--- config.mk ---
export PLATFORM = sky130hd
export DESIGN_NAME = regfile_wb_seq
export DESIGN_NICKNAME = d
export VERILOG_FILES = /design/src/rtl/arm_mc_pkg.sv /design/src/rtl/wb_hazard_cmp.sv /design/src/rtl/regfile_wb_seq.sv
export SDC_FILE = /design/constraint.sdc
export NUM_CORES = 1
export LEC_CHECK = 0
export ABC_AREA = 1
export CAP_MARGIN = 20
export CORE_ASPECT_RATIO = 1.75
export CORE_MARGIN = 1
export CORE_UTILIZATION = 40
export DETAILED_ROUTE_END_ITERATION = 16
export HOLD_SLACK_MARGIN = 0.03
export PLACE_DENSITY = 0.72
export SLEW_MARGIN = 5
export SYNTH_ARGS = -nofsm -noshare
export SYNTH_HDL_FRONTEND = slang
export SYNTH_SLANG_ARGS = --single-unit
--- constraint.sdc ---
create_clock -name clk -period 3.02 [get_ports clk]
set_input_delay 0.604 -clock clk [delete_from_list [all_inputs] [get_ports clk]]
set_output_delay 0.604 -clock clk [all_outputs]
set_load 0.01 [all_outputs]
--- src/rtl/arm_mc_pkg.sv ---
`default_nettype none
// ============================================================================
// Package     : arm_mc_pkg
// Description : Shared types and constants for the multicycle core writeback
//               path. It holds the writeback FSM state encoding, the PC
//               register index and the datapath widths.
// Revision    : 1.0 - initial release
// ============================================================================
package arm_mc_pkg;

  localparam int REG_AW = 4;
  localparam int DATA_W = 32;

  // Register 15 is the PC. Writes to it use the dedicated PC strobe.
  localparam logic [REG_AW-1:0] PC_IDX = 4'd15;

  typedef enum logic [1:0] {
    IDLE    = 2'd0,
    BEAT_LO = 2'd1,
    BEAT_HI = 2'd2
  } wb_state_t;

endpackage
`default_nettype wire

--- src/rtl/wb_hazard_cmp.sv ---
`default_nettype none
// ============================================================================
// Module      : wb_hazard_cmp
// Description : Compares one read-port address against the writes still
//               outstanding in the writeback sequencer. It reports a pending
//               hazard and, optionally, forwards the value being written.
//               Optional feature macro: REGFILE_WB_FWD_EN (forwarding).
// Ports       : ra                   - read address from the read stage
//               state, long_req      - sequencer state and long flag
//               beat_addr/beat_data  - beat currently driven
//               hi_addr/hi_data      - latched high word of a long request
//               pend                 - outstanding write to ra
//               fwd_hit/fwd_data     - forwarded value (0 when disabled)
// Revision    : 1.0 - initial release
// ============================================================================
module wb_hazard_cmp
  import arm_mc_pkg::*;
(
  input  logic [REG_AW-1:0] ra,
  input  wb_state_t         state,
  input  logic              long_req,
  input  logic [REG_AW-1:0] beat_addr,
  input  logic [DATA_W-1:0] beat_data,
  input  logic [REG_AW-1:0] hi_addr,
  input  logic [DATA_W-1:0] hi_data,
  output logic              pend,
  output logic              fwd_hit,
  output logic [DATA_W-1:0] fwd_data
);

  logic beat_match;
  logic hi_match;

  // The PC never reaches the register file, so reads of r15 never conflict.
  always_comb begin
    beat_match = (state != IDLE) && (ra == beat_addr) && (ra != PC_IDX);
    hi_match   = (state == BEAT_LO) && long_req && (ra == hi_addr) &&
                 (ra != PC_IDX);
  end

  assign pend = beat_match | hi_match;

`ifdef REGFILE_WB_FWD_EN
  // The high beat lands after the low beat. When rd_lo == rd_hi, the newest
  // value is therefore the high word.
  assign fwd_hit  = pend;
  assign fwd_data = hi_match   ? hi_data   :
                    beat_match ? beat_data : '0;
`else
  assign fwd_hit  = 1'b0;
  assign fwd_data = '0;

  logic unused_fwd_data;
  assign unused_fwd_data = ^{beat_data, hi_data};
`endif

endmodule
`default_nettype wire

--- src/rtl/regfile_wb_seq.sv ---
`default_nettype none
// ============================================================================
// Module      : regfile_wb_seq
// Description : Writeback sequencer for the single register-file write port.
//               It splits 32-bit and 64-bit results into one or two 32-bit
//               beats. Writes to r15 are steered to the PC strobe. It also
//               reports pending-write hazards to the read stage.
//               Optional feature macro: REGFILE_WB_FWD_EN (forwarding).
// Ports       : clk, reset (async, active-low)
//               req_*           - writeback request handshake and payload
//               rf_we/wa/wd     - register file write port (registered)
//               pc_we/pc_wd     - PC write strobe and data (registered)
//               ra1/ra2         - read addresses
//               pend1/pend2     - read address has an outstanding write
//               fwd1_*/fwd2_*   - forwarding hit and data
// Revision    : 1.0 - initial release
// ============================================================================
module regfile_wb_seq
  import arm_mc_pkg::*;
(
  input  logic                  clk,
  input  logic                  reset,
  input  logic                  req_valid,
  output logic                  req_ready,
  input  logic                  req_long,
  input  logic [REG_AW-1:0]     req_rd_lo,
  input  logic [REG_AW-1:0]     req_rd_hi,
  input  logic [2*DATA_W-1:0]   req_data,
  output logic                  rf_we,
  output logic [REG_AW-1:0]     rf_wa,
  output logic [DATA_W-1:0]     rf_wd,
  output logic                  pc_we,
  output logic [DATA_W-1:0]     pc_wd,
  input  logic [REG_AW-1:0]     ra1,
  input  logic [REG_AW-1:0]     ra2,
  output logic                  pend1,
  output logic                  pend2,
  output logic                  fwd1_hit,
  output logic                  fwd2_hit,
  output logic [DATA_W-1:0]     fwd1_data,
  output logic [DATA_W-1:0]     fwd2_data
);

  wb_state_t         state_q, state_d;
  logic              long_q, long_d;
  logic [REG_AW-1:0] rd_hi_q, rd_hi_d;
  logic [DATA_W-1:0] hi_data_q, hi_data_d;
  logic [REG_AW-1:0] beat_addr_q, beat_addr_d;
  logic [DATA_W-1:0] beat_data_q, beat_data_d;
  logic              rf_we_q, rf_we_d;
  logic [REG_AW-1:0] rf_wa_q, rf_wa_d;
  logic [DATA_W-1:0] rf_wd_q, rf_wd_d;
  logic              pc_we_q, pc_we_d;
  logic [DATA_W-1:0] pc_wd_q, pc_wd_d;

  logic ready_w;
  logic accept_w;
  logic beat_valid_w;

  // Only the low beat of a long request blocks new requests, because the
  // high beat still has to use the write port.
  always_comb begin
    ready_w = 1'b0;
    case (state_q)
      IDLE:    ready_w = 1'b1;
      BEAT_LO: ready_w = ~long_q;
      BEAT_HI: ready_w = 1'b1;
      default: ready_w = 1'b0;
    endcase
  end

  // Gating with the reset pin holds ready at 0 while reset is asserted and
  // lets it rise straight into IDLE once reset is released.
  assign req_ready = reset & ready_w;
  assign accept_w  = req_valid & req_ready;

  // ---------------------------------------------------------------- state reg
  always_ff @(posedge clk or negedge reset) begin
    if (!reset) begin
      state_q <= IDLE;
    end else begin
      state_q <= state_d;
    end
  end

  // --------------------------------------------------------------- next state
  always_comb begin
    state_d = state_q;
    case (state_q)
      IDLE:    state_d = accept_w ? BEAT_LO : IDLE;
      BEAT_LO: begin
        if (long_q) begin
          state_d = BEAT_HI;
        end else begin
          state_d = accept_w ? BEAT_LO : IDLE;
        end
      end
      BEAT_HI: state_d = accept_w ? BEAT_LO : IDLE;
      default: state_d = IDLE;
    endcase
  end

  // ------------------------------------------------------ beat / output logic
  always_comb begin
    long_d       = long_q;
    rd_hi_d      = rd_hi_q;
    hi_data_d    = hi_data_q;
    beat_addr_d  = beat_addr_q;
    beat_data_d  = beat_data_q;
    beat_valid_w = 1'b0;

    if (accept_w) begin
      long_d       = req_long;
      rd_hi_d      = req_rd_hi;
      hi_data_d    = req_data[2*DATA_W-1:DATA_W];
      beat_addr_d  = req_rd_lo;
      beat_data_d  = req_data[DATA_W-1:0];
      beat_valid_w = 1'b1;
    end else if (state_q == BEAT_LO && long_q) begin
      beat_addr_d  = rd_hi_q;
      beat_data_d  = hi_data_q;
      beat_valid_w = 1'b1;
    end

    rf_we_d = beat_valid_w && (beat_addr_d != PC_IDX);
    rf_wa_d = rf_we_d ? beat_addr_d : '0;
    rf_wd_d = rf_we_d ? beat_data_d : '0;
    pc_we_d = beat_valid_w && (beat_addr_d == PC_IDX);
    pc_wd_d = pc_we_d ? beat_data_d : '0;
  end

  always_ff @(posedge clk or negedge reset) begin
    if (!reset) begin
      long_q      <= 1'b0;
      rd_hi_q     <= '0;
      hi_data_q   <= '0;
      beat_addr_q <= '0;
      beat_data_q <= '0;
      rf_we_q     <= 1'b0;
      rf_wa_q     <= '0;
      rf_wd_q     <= '0;
      pc_we_q     <= 1'b0;
      pc_wd_q     <= '0;
    end else begin
      long_q      <= long_d;
      rd_hi_q     <= rd_hi_d;
      hi_data_q   <= hi_data_d;
      beat_addr_q <= beat_addr_d;
      beat_data_q <= beat_data_d;
      rf_we_q     <= rf_we_d;
      rf_wa_q     <= rf_wa_d;
      rf_wd_q     <= rf_wd_d;
      pc_we_q     <= pc_we_d;
      pc_wd_q     <= pc_wd_d;
    end
  end

  assign rf_we = rf_we_q;
  assign rf_wa = rf_wa_q;
  assign rf_wd = rf_wd_q;
  assign pc_we = pc_we_q;
  assign pc_wd = pc_wd_q;

  // -------------------------------------------------------- hazard detection
  wb_hazard_cmp u_cmp1 (
    .ra        (ra1),
    .state     (state_q),
    .long_req  (long_q),
    .beat_addr (beat_addr_q),
    .beat_data (beat_data_q),
    .hi_addr   (rd_hi_q),
    .hi_data   (hi_data_q),
    .pend      (pend1),
    .fwd_hit   (fwd1_hit),
    .fwd_data  (fwd1_data)
  );

  wb_hazard_cmp u_cmp2 (
    .ra        (ra2),
    .state     (state_q),
    .long_req  (long_q),
    .beat_addr (beat_addr_q),
    .beat_data (beat_data_q),
    .hi_addr   (rd_hi_q),
    .hi_data   (hi_data_q),
    .pend      (pend2),
    .fwd_hit   (fwd2_hit),
    .fwd_data  (fwd2_data)
  );

endmodule
`default_nettype wire

==> impl_metrics.toml, run 1 <==
[status]
status = "complete, no violations"

[timing]
hold_ws_ns = 0.473
fin_skew_ns = 0.0132
max-slew-margin-rel_pct = 48.9
tns_ns = 0
finalHoldViolations = 0
worstMarginPinSlew_ns = 0.765
slew_violations = 0
clock.fmax_mhz = 350
setup_viol = 0
fin_crit_sh_pct = 94.7
fin_crit_ns = 2.86
rsz0062_at_grt = "no"

[route]
drc = 0
wl_per_cell_um = 13.6
drt_iter0_drc = 182
route.vias.total = 4680
drt-pass1-iter-count = 8
wl_mm = 14.4
ant_nets = 0
viasPerCell = 4.41

[logic_synthesis]
synth-seq-cells = 145
synth-seq-area-share_pct = 57.3
synth_top_cell_by_area = "dfrtp_1"
syn_area_per_cell_um2 = 9.00
ys_warn_count = 0
ys.flop_type = "dfrtp_1"
async_flop_share_pct = 100
synth-edff-count = 0
synth_area_leaders = "dfrtp_1 57%, nand2_1 12%, buf_4 8.1%, inv_1 5.2%, nor2_1 3.9%"
yosysUniqueCellTypes = 28
synth_top_area_share_pct = 57.3
synth_area_um2 = 6330
netlist_instances = 703

[final_layout]
layout_common_cells = "200 x nand2_1, 155 x clkdlybuf4s50_1, 145 x dfrtp_1, 88 x inv_1"
drive_gt1_share_pct = 10.1
mostFrequentLayoutCell = "nand2_1"
area_delta_synth_final_pct = 32.2
fin_cells = 1061
final_cell_area_um2 = 8370
fin_util_pct = 54.4
nNetsFinal = 946

[power_and_ir_drop]
pwr_density_cell_nw_per_um2 = 658
switching_share_pct = 27.8
p_int_w = 0.00398
vdd_drop_max_mv = 0.331
pwr-share-clk_pct = 37.6
seqPwrFrac_pct = 42.0
leakage_nw = 4.38
switching_power_w = 0.00153
pwr-share-comb_pct = 20.5

[global_route]
grt.total_usage_pct = 18.1
grtUsageMet2_pct = 33.4
grt_pass1_wl_mm = 23.1
grt_pass1_vias = 4587
grt_max_degree = 137
overflow = 0
grt_busiest_layer = "met2"
antenna_found_initial = 1
grtUsageMet1_pct = 20.1
grt_use_met3_pct = 3.61

[setup_path]
criticalPathCategory = "input port to primary output"
start_kind = "input port"
cp_max_fo = 4
r2r_setup_slack_ns = 1.02
endpoint_kind = "primary output"
worst_ep_arrival_time_ns = 2.26
crit_required_ns = 2.42

[die]
die_x_um = 97.1
die_h_um = 168
fp-row-count = 60
die_area_um2 = 16400
top_level_ports = 223
coreArea_um2 = 15400
start_util_pct = 41.1

[clock_network]
cts_tree = "yes"
post_cts_resized = 0
post_cts_buffers = 0
clkLatencyLatePin_ns = 0.41
cts_sinks = 145
htreeDepth = 4
path_clk_slew_ns = 0.05
cts_buffers = 17
cts_root_buffer = "clkbuf_16"
clock_path_buffers = 2

[placement]
place_congestion = 0.795
place_inst = 1028
placed_area_um2 = 7780
dp_hpwl_mm = 9.86
io_buffer_count = 156

[job]
cap_violations = 0

[min_path]
hold_path_class = "flip-flop to flip-flop"
kinds of logic (layout without fill, tap and decap cells):
kind of cell	after synthesis	in the layout	synth area share, %
AOI/OAI and AO/OA	44	44	3.80
xor gates and xnor gates	6	6	0.830
buffers and inverters	179	285	15.9
DFF	145	145	57.3
other	1	67	0.0592
and+or+nand+nor	328	328	22.1
registers in the layout (all words and copies together) (netlist names):
signal and flops:
pc_we 1, rf_wd 32, rd_hi_q 4, long_q 1, state_q 2, hi_data_q 32
beat_addr_q 4, pc_wd 32, rf_wa 4, beat_data_q 32, rf_we 1
metrics by stage:
stage	setup slack (ns)	total power (W)
6_report	0.159	0.00551
2_1_floorplan	1.22	0.00307
4_1_cts	0.175	0.00557
3_5_place_dp	0.182	0.00348
5_1_grt	0.0262	0.00579
3_3_place_gp	0.239	0.00346
power groups by stage:
stage	registers (W)	logic, W	clock network [W]
2_1_floorplan	0.00237	0.000693	0
3_3_place_gp	0.00234	0.00112	0
3_5_place_dp	0.00235	0.00113	0
4_1_cts	0.00231	0.00114	0.00211
5_1_grt	0.00234	0.00127	0.00219
6_report	0.00231	0.00113	0.00207
cells in the mapped netlist, types with 2 or more instances:
library cell / count
nand2_1: 200
dfrtp_1: 145
inv_1: 88
buf_4: 68
nor2_1: 66
or2_2: 34
o21ai_1: 30
buf_2: 10
buf_6: 9
nand4_1: 8
o21ai_0: 8
nor2_2: 7
nand3_1: 5
xnor2_1: 4
clkbuf_1: 3
nand2_2: 3
nor3_1: 2
o22ai_1: 2
xor2_1: 2
metal layers:
layer  vias up  part of all wire (%)
li1       2286                     -
met1      2200                    38
met2       176                    55
met3        18                   4.7
met4         0                   2.2
met5         -                     0
area by class of cell:
cell class / count / area [um2]
Tap cell: 186 / 233
Sequential cell: 145 / 3630
Clock buffer: 19 / 443
Inverter: 89 / 334
Fill cell: 1430 / 7020
Antenna cell: 1 / 2.50
Timing Repair Buffer: 165 / 1660
Multi-Input combinational cell: 444 / 1940
Clock inverter: 12 / 133
worst paths after layout:
check / from / depth (start not counted) / endpoint
min in group asynchronous: reset / 2 / beat_data_q[28]
max reg2reg: state_q[1] / 9 / pc_wd[15]
max in group asynchronous: reset / 3 / hi_data_q[1]
min: hi_data_q[3] / 2 / hi_data_q[3]
min reg2reg: hi_data_q[3] / 2 / hi_data_q[3]
max: ra1[3] / 7 / pend1
critical path, stage by stage:
cell,delay (ns)
clkdlybuf4s50_1,0.49
nand2_1,0.11
o21ai_0,0.09
a21oi_1,0.15
nand3_1,0.09
a2bb2oi_1,0.17
clkdlybuf4s50_1,0.55
what timing repair did:
action	CTS	global route
setup endpoints to repair	0	0
hold buffers	1	0
endpoints found under the hold margin	9	0
(Power assumes the default switching activity.)
==> run 2: changes to the inputs <==
--- a/config.mk
+++ b/config.mk
@@ -6,7 +6,6 @@
 export NUM_CORES = 1
 export LEC_CHECK = 0
 export ABC_AREA = 1
-export CAP_MARGIN = 20
 export CORE_ASPECT_RATIO = 1.75
 export CORE_MARGIN = 1
 export CORE_UTILIZATION = 40
==> results of run 2 <==
Same layout as run 1: the final DEF is identical, and so are final timing and power.
